## src/rtl/sram_pkg.sv

```systemverilog
// Shared types and constants for the sequenced SRAM bank.
package sram_pkg;

  typedef enum logic [2:0] {
    INIT,
    IDLE,
    PRE,
    WL,
    SENSE,
    WRITE
  } sram_state_t;

  localparam int PRE_CYCLES_MIN = 1;

endpackage

```

## src/rtl/sram_phase_seq.sv

```systemverilog
// Phase sequencer for one SRAM bank: FSM, precharge timer, power-up clear sweep
// and the pre/wordline/sense/write strobes.
module sram_phase_seq
  import sram_pkg::*;
#(
  parameter int DEPTH      = 64,
  parameter int PRE_CYCLES = 2,
  parameter int ADDR_W     = $clog2(DEPTH)
) (
  input  logic              clk,
  input  logic              rst,
  input  logic              req_valid,
  input  logic              op_we,
  input  logic [ADDR_W-1:0] op_addr,
  output sram_state_t       state,
  output logic              req_ready,
  output logic              pre_en,
  output logic              wl_en,
  output logic [ADDR_W-1:0] wl_addr,
  output logic              sense_en,
  output logic              write_en
);

  localparam int PRE_LEN = (PRE_CYCLES < PRE_CYCLES_MIN) ? PRE_CYCLES_MIN : PRE_CYCLES;
  localparam int CNT_W   = (PRE_LEN > 1) ? $clog2(PRE_LEN) : 1;
  localparam logic [CNT_W-1:0]  PRE_LAST = CNT_W'(PRE_LEN - 1);
  localparam logic [ADDR_W-1:0] LAST_ROW = ADDR_W'(DEPTH - 1);

  sram_state_t       state_reg, state_next;
  logic [CNT_W-1:0]  pre_cnt_reg;
  logic [ADDR_W-1:0] sweep_cnt_reg;

  always_ff @(posedge clk) begin
    if (rst) begin
      state_reg     <= INIT;
      pre_cnt_reg   <= '0;
      sweep_cnt_reg <= '0;
    end else begin
      state_reg     <= state_next;
      pre_cnt_reg   <= (state_reg == PRE && state_next == PRE) ? pre_cnt_reg + 1'b1 : '0;
      sweep_cnt_reg <= (state_reg == INIT) ? sweep_cnt_reg + 1'b1 : '0;
    end
  end

  // Strobes are masked while rst is high so the array sees nothing during reset.
  always_comb begin
    state_next = state_reg;
    req_ready  = 1'b0;
    pre_en     = 1'b0;
    wl_en      = 1'b0;
    wl_addr    = '0;
    sense_en   = 1'b0;
    write_en   = 1'b0;
    if (!rst) begin
      case (state_reg)
        INIT: begin
          wl_en    = 1'b1;
          write_en = 1'b1;
          wl_addr  = sweep_cnt_reg;
          if (sweep_cnt_reg == LAST_ROW) state_next = IDLE;
        end
        IDLE: begin
          req_ready = 1'b1;
          if (req_valid) state_next = PRE;
        end
        PRE: begin
          pre_en = 1'b1;
          if (pre_cnt_reg == PRE_LAST) state_next = op_we ? WRITE : WL;
        end
        WL: begin
          wl_en      = 1'b1;
          wl_addr    = op_addr;
          state_next = SENSE;
        end
        SENSE: begin
          wl_en      = 1'b1;
          sense_en   = 1'b1;
          wl_addr    = op_addr;
          state_next = IDLE;
        end
        WRITE: begin
          wl_en      = 1'b1;
          write_en   = 1'b1;
          wl_addr    = op_addr;
          state_next = IDLE;
        end
        default: state_next = INIT;
      endcase
    end
  end

  assign state = state_reg;

endmodule

```

## src/rtl/sram_bank_seq.sv

```systemverilog
// DATA_W x DEPTH SRAM bank with built-in phase sequencer and fixed read latency.
// Optional per-row parity storage is enabled by defining SRAM_PARITY_EN.
module sram_bank_seq
  import sram_pkg::*;
#(
  parameter  int DATA_W     = 8,
  parameter  int DEPTH      = 64,
  parameter  int PRE_CYCLES = 2,
  localparam int ADDR_W     = $clog2(DEPTH)
) (
  input  logic              clk,
  input  logic              rst,
  input  logic              req_valid,
  output logic              req_ready,
  input  logic              req_we,
  input  logic [ADDR_W-1:0] req_addr,
  input  logic [DATA_W-1:0] req_wdata,
  input  logic              inj_perr,
  output logic              rsp_valid,
  output logic [DATA_W-1:0] rsp_rdata,
  output logic              rsp_perr,
  output logic              pre_en,
  output logic              wl_en,
  output logic [ADDR_W-1:0] wl_addr,
  output logic              sense_en,
  output logic              write_en
);

  localparam logic [ADDR_W:0] DEPTH_X = (ADDR_W + 1)'(DEPTH);

  sram_state_t       seq_state;
  logic              handshake;
  logic              cap_we_reg;
  logic [ADDR_W-1:0] cap_addr_reg;
  logic [DATA_W-1:0] cap_wdata_reg;
  logic              in_range;
  logic              rsp_valid_reg;
  logic [DATA_W-1:0] rsp_rdata_reg;
  logic              wr_en;
  logic [DATA_W-1:0] wr_data;
  logic [DATA_W-1:0] mem_array [DEPTH];

  sram_phase_seq #(
    .DEPTH     (DEPTH),
    .PRE_CYCLES(PRE_CYCLES),
    .ADDR_W    (ADDR_W)
  ) u_seq (
    .clk      (clk),
    .rst      (rst),
    .req_valid(req_valid),
    .op_we    (cap_we_reg),
    .op_addr  (cap_addr_reg),
    .state    (seq_state),
    .req_ready(req_ready),
    .pre_en   (pre_en),
    .wl_en    (wl_en),
    .wl_addr  (wl_addr),
    .sense_en (sense_en),
    .write_en (write_en)
  );

  assign handshake = req_valid && req_ready;
  assign in_range  = ({1'b0, cap_addr_reg} < DEPTH_X);

  always_ff @(posedge clk) begin
    if (rst) begin
      cap_we_reg    <= 1'b0;
      cap_addr_reg  <= '0;
      cap_wdata_reg <= '0;
    end else if (handshake) begin
      cap_we_reg    <= req_we;
      cap_addr_reg  <= req_addr;
      cap_wdata_reg <= req_wdata;
    end
  end

  // Single write port: the INIT sweep clears rows, WRITE stores captured data.
  // wl_addr always carries the target row while write_en is high.
  assign wr_en   = write_en && (seq_state == INIT || in_range);
  assign wr_data = (seq_state == INIT) ? '0 : cap_wdata_reg;

  always_ff @(posedge clk) begin
    if (wr_en) mem_array[wl_addr] <= wr_data;
  end

  always_ff @(posedge clk) begin
    if (rst) begin
      rsp_valid_reg <= 1'b0;
      rsp_rdata_reg <= '0;
    end else begin
      rsp_valid_reg <= sense_en;
      if (sense_en) rsp_rdata_reg <= in_range ? mem_array[cap_addr_reg] : '0;
    end
  end

  assign rsp_valid = rsp_valid_reg;
  assign rsp_rdata = rsp_rdata_reg;

`ifdef SRAM_PARITY_EN
  logic cap_perr_reg;
  logic rsp_perr_reg;
  logic wr_par;
  logic par_array [DEPTH];

  always_ff @(posedge clk) begin
    if (rst) cap_perr_reg <= 1'b0;
    else if (handshake) cap_perr_reg <= inj_perr;
  end

  assign wr_par = (seq_state == INIT) ? 1'b0 : ((^cap_wdata_reg) ^ cap_perr_reg);

  always_ff @(posedge clk) begin
    if (wr_en) par_array[wl_addr] <= wr_par;
  end

  always_ff @(posedge clk) begin
    if (rst) rsp_perr_reg <= 1'b0;
    else if (sense_en)
      rsp_perr_reg <= in_range ? (par_array[cap_addr_reg] ^ (^mem_array[cap_addr_reg])) : 1'b0;
  end

  assign rsp_perr = rsp_perr_reg;
`else
  logic unused_inj_perr;
  assign unused_inj_perr = inj_perr;
  assign rsp_perr        = 1'b0;
`endif

endmodule

```

## config.mk

```make
export PLATFORM = sky130hd
export DESIGN_NAME = sram_bank_seq
export DESIGN_NICKNAME = d
export VERILOG_FILES = /design/src/rtl/sram_pkg.sv /design/src/rtl/sram_phase_seq.sv /design/src/rtl/sram_bank_seq.sv
export SDC_FILE = /design/constraint.sdc
export NUM_CORES = 1
export LEC_CHECK = 0
export ABC_AREA = 1
export BUFFER_PORTS_ARGS = -buffer_cell sky130_fd_sc_hd__buf_4
export CAP_MARGIN = 20
export CORE_AREA = 2 2 239 241
export CTS_BUF_LIST = sky130_fd_sc_hd__clkbuf_2
export DETAILED_ROUTE_END_ITERATION = 10
export DIE_AREA = 0 0 241 243
export PLACE_DENSITY = 0.6
export SYNTH_ARGS = -nofsm -noshare
export SYNTH_HDL_FRONTEND = slang
export SYNTH_SLANG_ARGS = --single-unit
```

## constraint.sdc

```tcl
create_clock -name clk -period 6.3 [get_ports clk]
set_input_delay 0 -clock clk [delete_from_list [all_inputs] [get_ports clk]]
set_output_delay 0 -clock clk [all_outputs]
set_load 0.02 [all_outputs]
```

==> results.json <==
{
  "nFillCells": 5258,
  "area_delta_synth_final_pct": 12.9,
  "via_per_inst": 5.16,
  "drive_gt1_frac": 0.144,
  "power_frac_seq": 0.605,
  "cts_buffers": 142,
  "cts_max_level": 4,
  "start_kind": "input pin",
  "end_kind": "register",
  "worst-setup-path-type": "input pin to register",
  "dieArea_um2": 58600,
  "ioPinCount": 40,
  "syn-num-nets": 1974,
  "die-width_um": 241,
  "core_area_um2": 56000,
  "p_int_mw": 4.99,
  "pre_cts_slack_ns": 2.78,
  "grt_start_max_net_pins": 162,
  "syn_avg_cell_area_um2": 11.4,
  "critical_path.cell_chain": "dlygate4sd3_1, dlygate4sd3_1, buf_4, dlygate4sd3_1, inv_1, nand2_2, o22ai_4, nand3_1, nor2_1",
  "drt_iter0_markers": 1330,
  "reg2reg_to": "mem_array[38][3]",
  "synthTopCellsByCount": "nand2_1 (609), edfxtp_1 (512), nand3_1 (483)",
  "p_clk_frac": 0.381,
  "rr_worst_depth": 7,
  "cp.arrival_ns": 4.98,
  "r2r_slack_ns": 2.69,
  "fmax_mhz": 243,
  "nets": 2115,
  "start_util": 0.396,
  "sw_frac_of_total": 0.228,
  "cp_num_buf_inv": 5,
  "vdd_ir_drop_max_uv": 113,
  "yosys_warnings": 0,
  "async_flop_share": 0,
  "synth_top_area_cell": "edfxtp_1",
  "synth_top_area_share": 0.693,
  "postSynthRegisterBits": 546,
  "cp_max_fo": 22,
  "firstDrtPassIters": 5,
  "finalClockSkew_ns": 0.0631,
  "cp_common_cell": "dlygate4sd3_1",
  "reg2reg_from": "u_seq.state[1]",
  "clock_tree.root_cell": "clkbuf_2",
  "p_sw_mw": 1.47,
  "remaining_drc_errors": 0,
  "cts_tree": "yes",
  "worst_path_largest_cell_delay_ns": 0.95,
  "tightestPinTransition_ns": 1.01,
  "finalWirelength_um": 56600,
  "worstSkewPairLatency_ns": 1.28,
  "cts.path.max_buffers": 3,
  "hp-start": "req_wdata[7]",
  "hold_depth": 5,
  "setup_viol": 0,
  "regArea_um2": 16100,
  "slew_viol_final": 0,
  "critPathRequiredTime_ns": 7.17,
  "grt_setup_unrepaired": "no",
  "multi_input_area_um2": 5550,
  "path_clk_slew_ns": 0.09,
  "antenna_found_initial": 3,
  "period_share": 0.654,
  "pwr-share-comb": 0.014,
  "synth_ff_type": "edfxtp_1",
  "min_period_ns": 4.12,
  "power.density_nw_per_um2": 258,
  "p_leak_nw": 9.21,
  "tns_ns": 0,
  "port_buffers": 37,
  "grt.total_usage": 0.199,
  "ant_nets": 0,
  "dpl.hpwl_um": 30100,
  "syn_area_um2": 22200,
  "fin_ws_ns": 2.18,
  "hold_violations": 0,
  "ys_types": 30,
  "synth_seq_area_share": 0.724,
  "synth_edf_count": 512,
  "num_vias": 15200,
  "synth_cells": 1954,
  "cts.sinks": 546,
  "rows": 87,
  "routedWlPerCell_um": 19.2,
  "cts.repair.resized": 0,
  "globalRouteOverflowTotal": 0,
  "crit_family": "buffers and inverters",
  "fp.dieH_um": 243,
  "gp_congestion": 0.816,
  "status": "complete, no violations",
  "grt_pass1_vias": 15300,
  "yosys-top-cells-area": "edfxtp_1 (69%), nand3_1 (11%), nand2_1 (10%)",
  "worstHoldPathType": "input pin to register",
  "cpMaxStageDelayCell": "nor2_1",
  "min_to": "cap_wdata_reg[7]",
  "yosys.cell_count.top_type": "nand2_1",
  "grt_pass1_wl_um": 87600,
  "largest_reg_flops": 512,
  "drv_cap": 0,
  "slew_headroom": 0.329
}
-- power by group through the flow --
stage | registers, mW | clock network, mW | logic [mW]
finish | 3.91 | 2.46 | 0.0887
global route | 3.91 | 2.72 | 0.0945
CTS | 3.91 | 2.53 | 0.0868
detailed placement | 3.99 | 0 | 0.0671
global placement | 3.99 | 0 | 0.0662
floorplan | 3.99 | 0 | 0.0363
-- stage by stage --
step / power (mW) / instances / util / hold WS (ns) / instance area, µm²
CTS: 6.52 / 2949 / 0.447 / 0.0109 / 25000
finish: 6.46 / 2951 / 0.447 / 0.173 / 25000
floorplan: 4.03 / 1954 / - / 0.0841 / 22200
global placement: 4.06 / 2649 / 0.414 / 0.256 / 23200
global route: 6.72 / 2951 / 0.447 / 0.0793 / 25000
detailed placement: 4.06 / 2649 / 0.414 / 0.261 / 23200
-- tightest hold or removal path: stages --
cell and delay, ns:
dlygate4sd3_1 0.53, buf_4 0.09, dlygate4sd3_1 0.53, o21ai_0 0.10, a21oi_1 0.12
-- cell usage in the layout, fill, tap and decap left out, types with 2 or more instances in the layout --
master	netlist	final
nand2_1	609	609
edfxtp_1	512	512
nand3_1	483	483
clkbuf_2	0	211
nor2_1	98	90
dlygate4sd3_1	0	58
buf_4	1	53
inv_1	35	33
dfxtp_1	34	31
a21oi_1	18	18
clkinv_1	1	16
inv_2	5	14
o21ai_0	12	12
nor2_4	1	9
nand2_2	5	5
o22ai_4	5	5
nor3_1	4	4
bufinv_16	0	4
a31oi_1	3	3
nor2_2	3	3
diode_2	0	2
inv_4	1	2
nor3b_1	2	2
dfxtp_4	0	2
clkinv_2	0	2
buf_12	0	2
-- kinds of logic (layout without fill, tap and decap cells) --
kind of cell,after synthesis,after routing,synth area share
AOI/OAI and AO/OA,41,41,0.0131
adders and majority gates,1,1,0.000564
buffers and inverters,158,397,0.0287
DFF,546,546,0.724
other,1,3,0.000169
and+or+nand+nor,1207,1207,0.234
-- layout make-up --
| type | count | area share |
|---|---|---|
| sequential | 546 | 0.642 |
| multi-input combinational | 1250 | 0.222 |
| clock buffer | 211 | 0.0422 |
| timing repair buffer | 113 | 0.0407 |
| tap | 756 | 0.0378 |
| clock inverter | 31 | 0.00910 |
| inverter | 42 | 0.00670 |
| antenna | 2 | 0.000200 |
-- metal layers --
| metal | up-vias | track usage | share of wire |
|---|---|---|---|
| met2 | 556 | 0.318 | 0.48 |
| met1 | 7381 | 0.259 | 0.42 |
| met4 | 0 | 0.0826 | 0.026 |
| li1 | 7203 | - | - |
| met5 | - | 0 | 0 |
| met3 | 101 | 0.0502 | 0.070 |
-- worst max-delay path by stage --
stage                   start               end  slack (ns)  depth (start not counted)
2_1_floorplan  u_seq.state[2]   mem_array[0][0]        3.65                          4
3_3_place_gp   u_seq.state[1]  mem_array[38][3]        2.86                          7
3_5_place_dp   u_seq.state[1]  mem_array[38][7]        2.78                          7
4_1_cts                   rst  mem_array[38][6]        2.48                          9
5_1_grt                   rst  mem_array[46][7]        2.14                          9
6_report                  rst  mem_array[38][3]        2.18                          9
-- timing repair --
item / in CTS / in global routing
hold buffers: 58 / 0
buffers inserted: 0 / 0
endpoints found under the hold margin: 98 / 0
setup endpoints to repair: 0 / 0
Note: power is estimated with default switching activity, not from simulation.
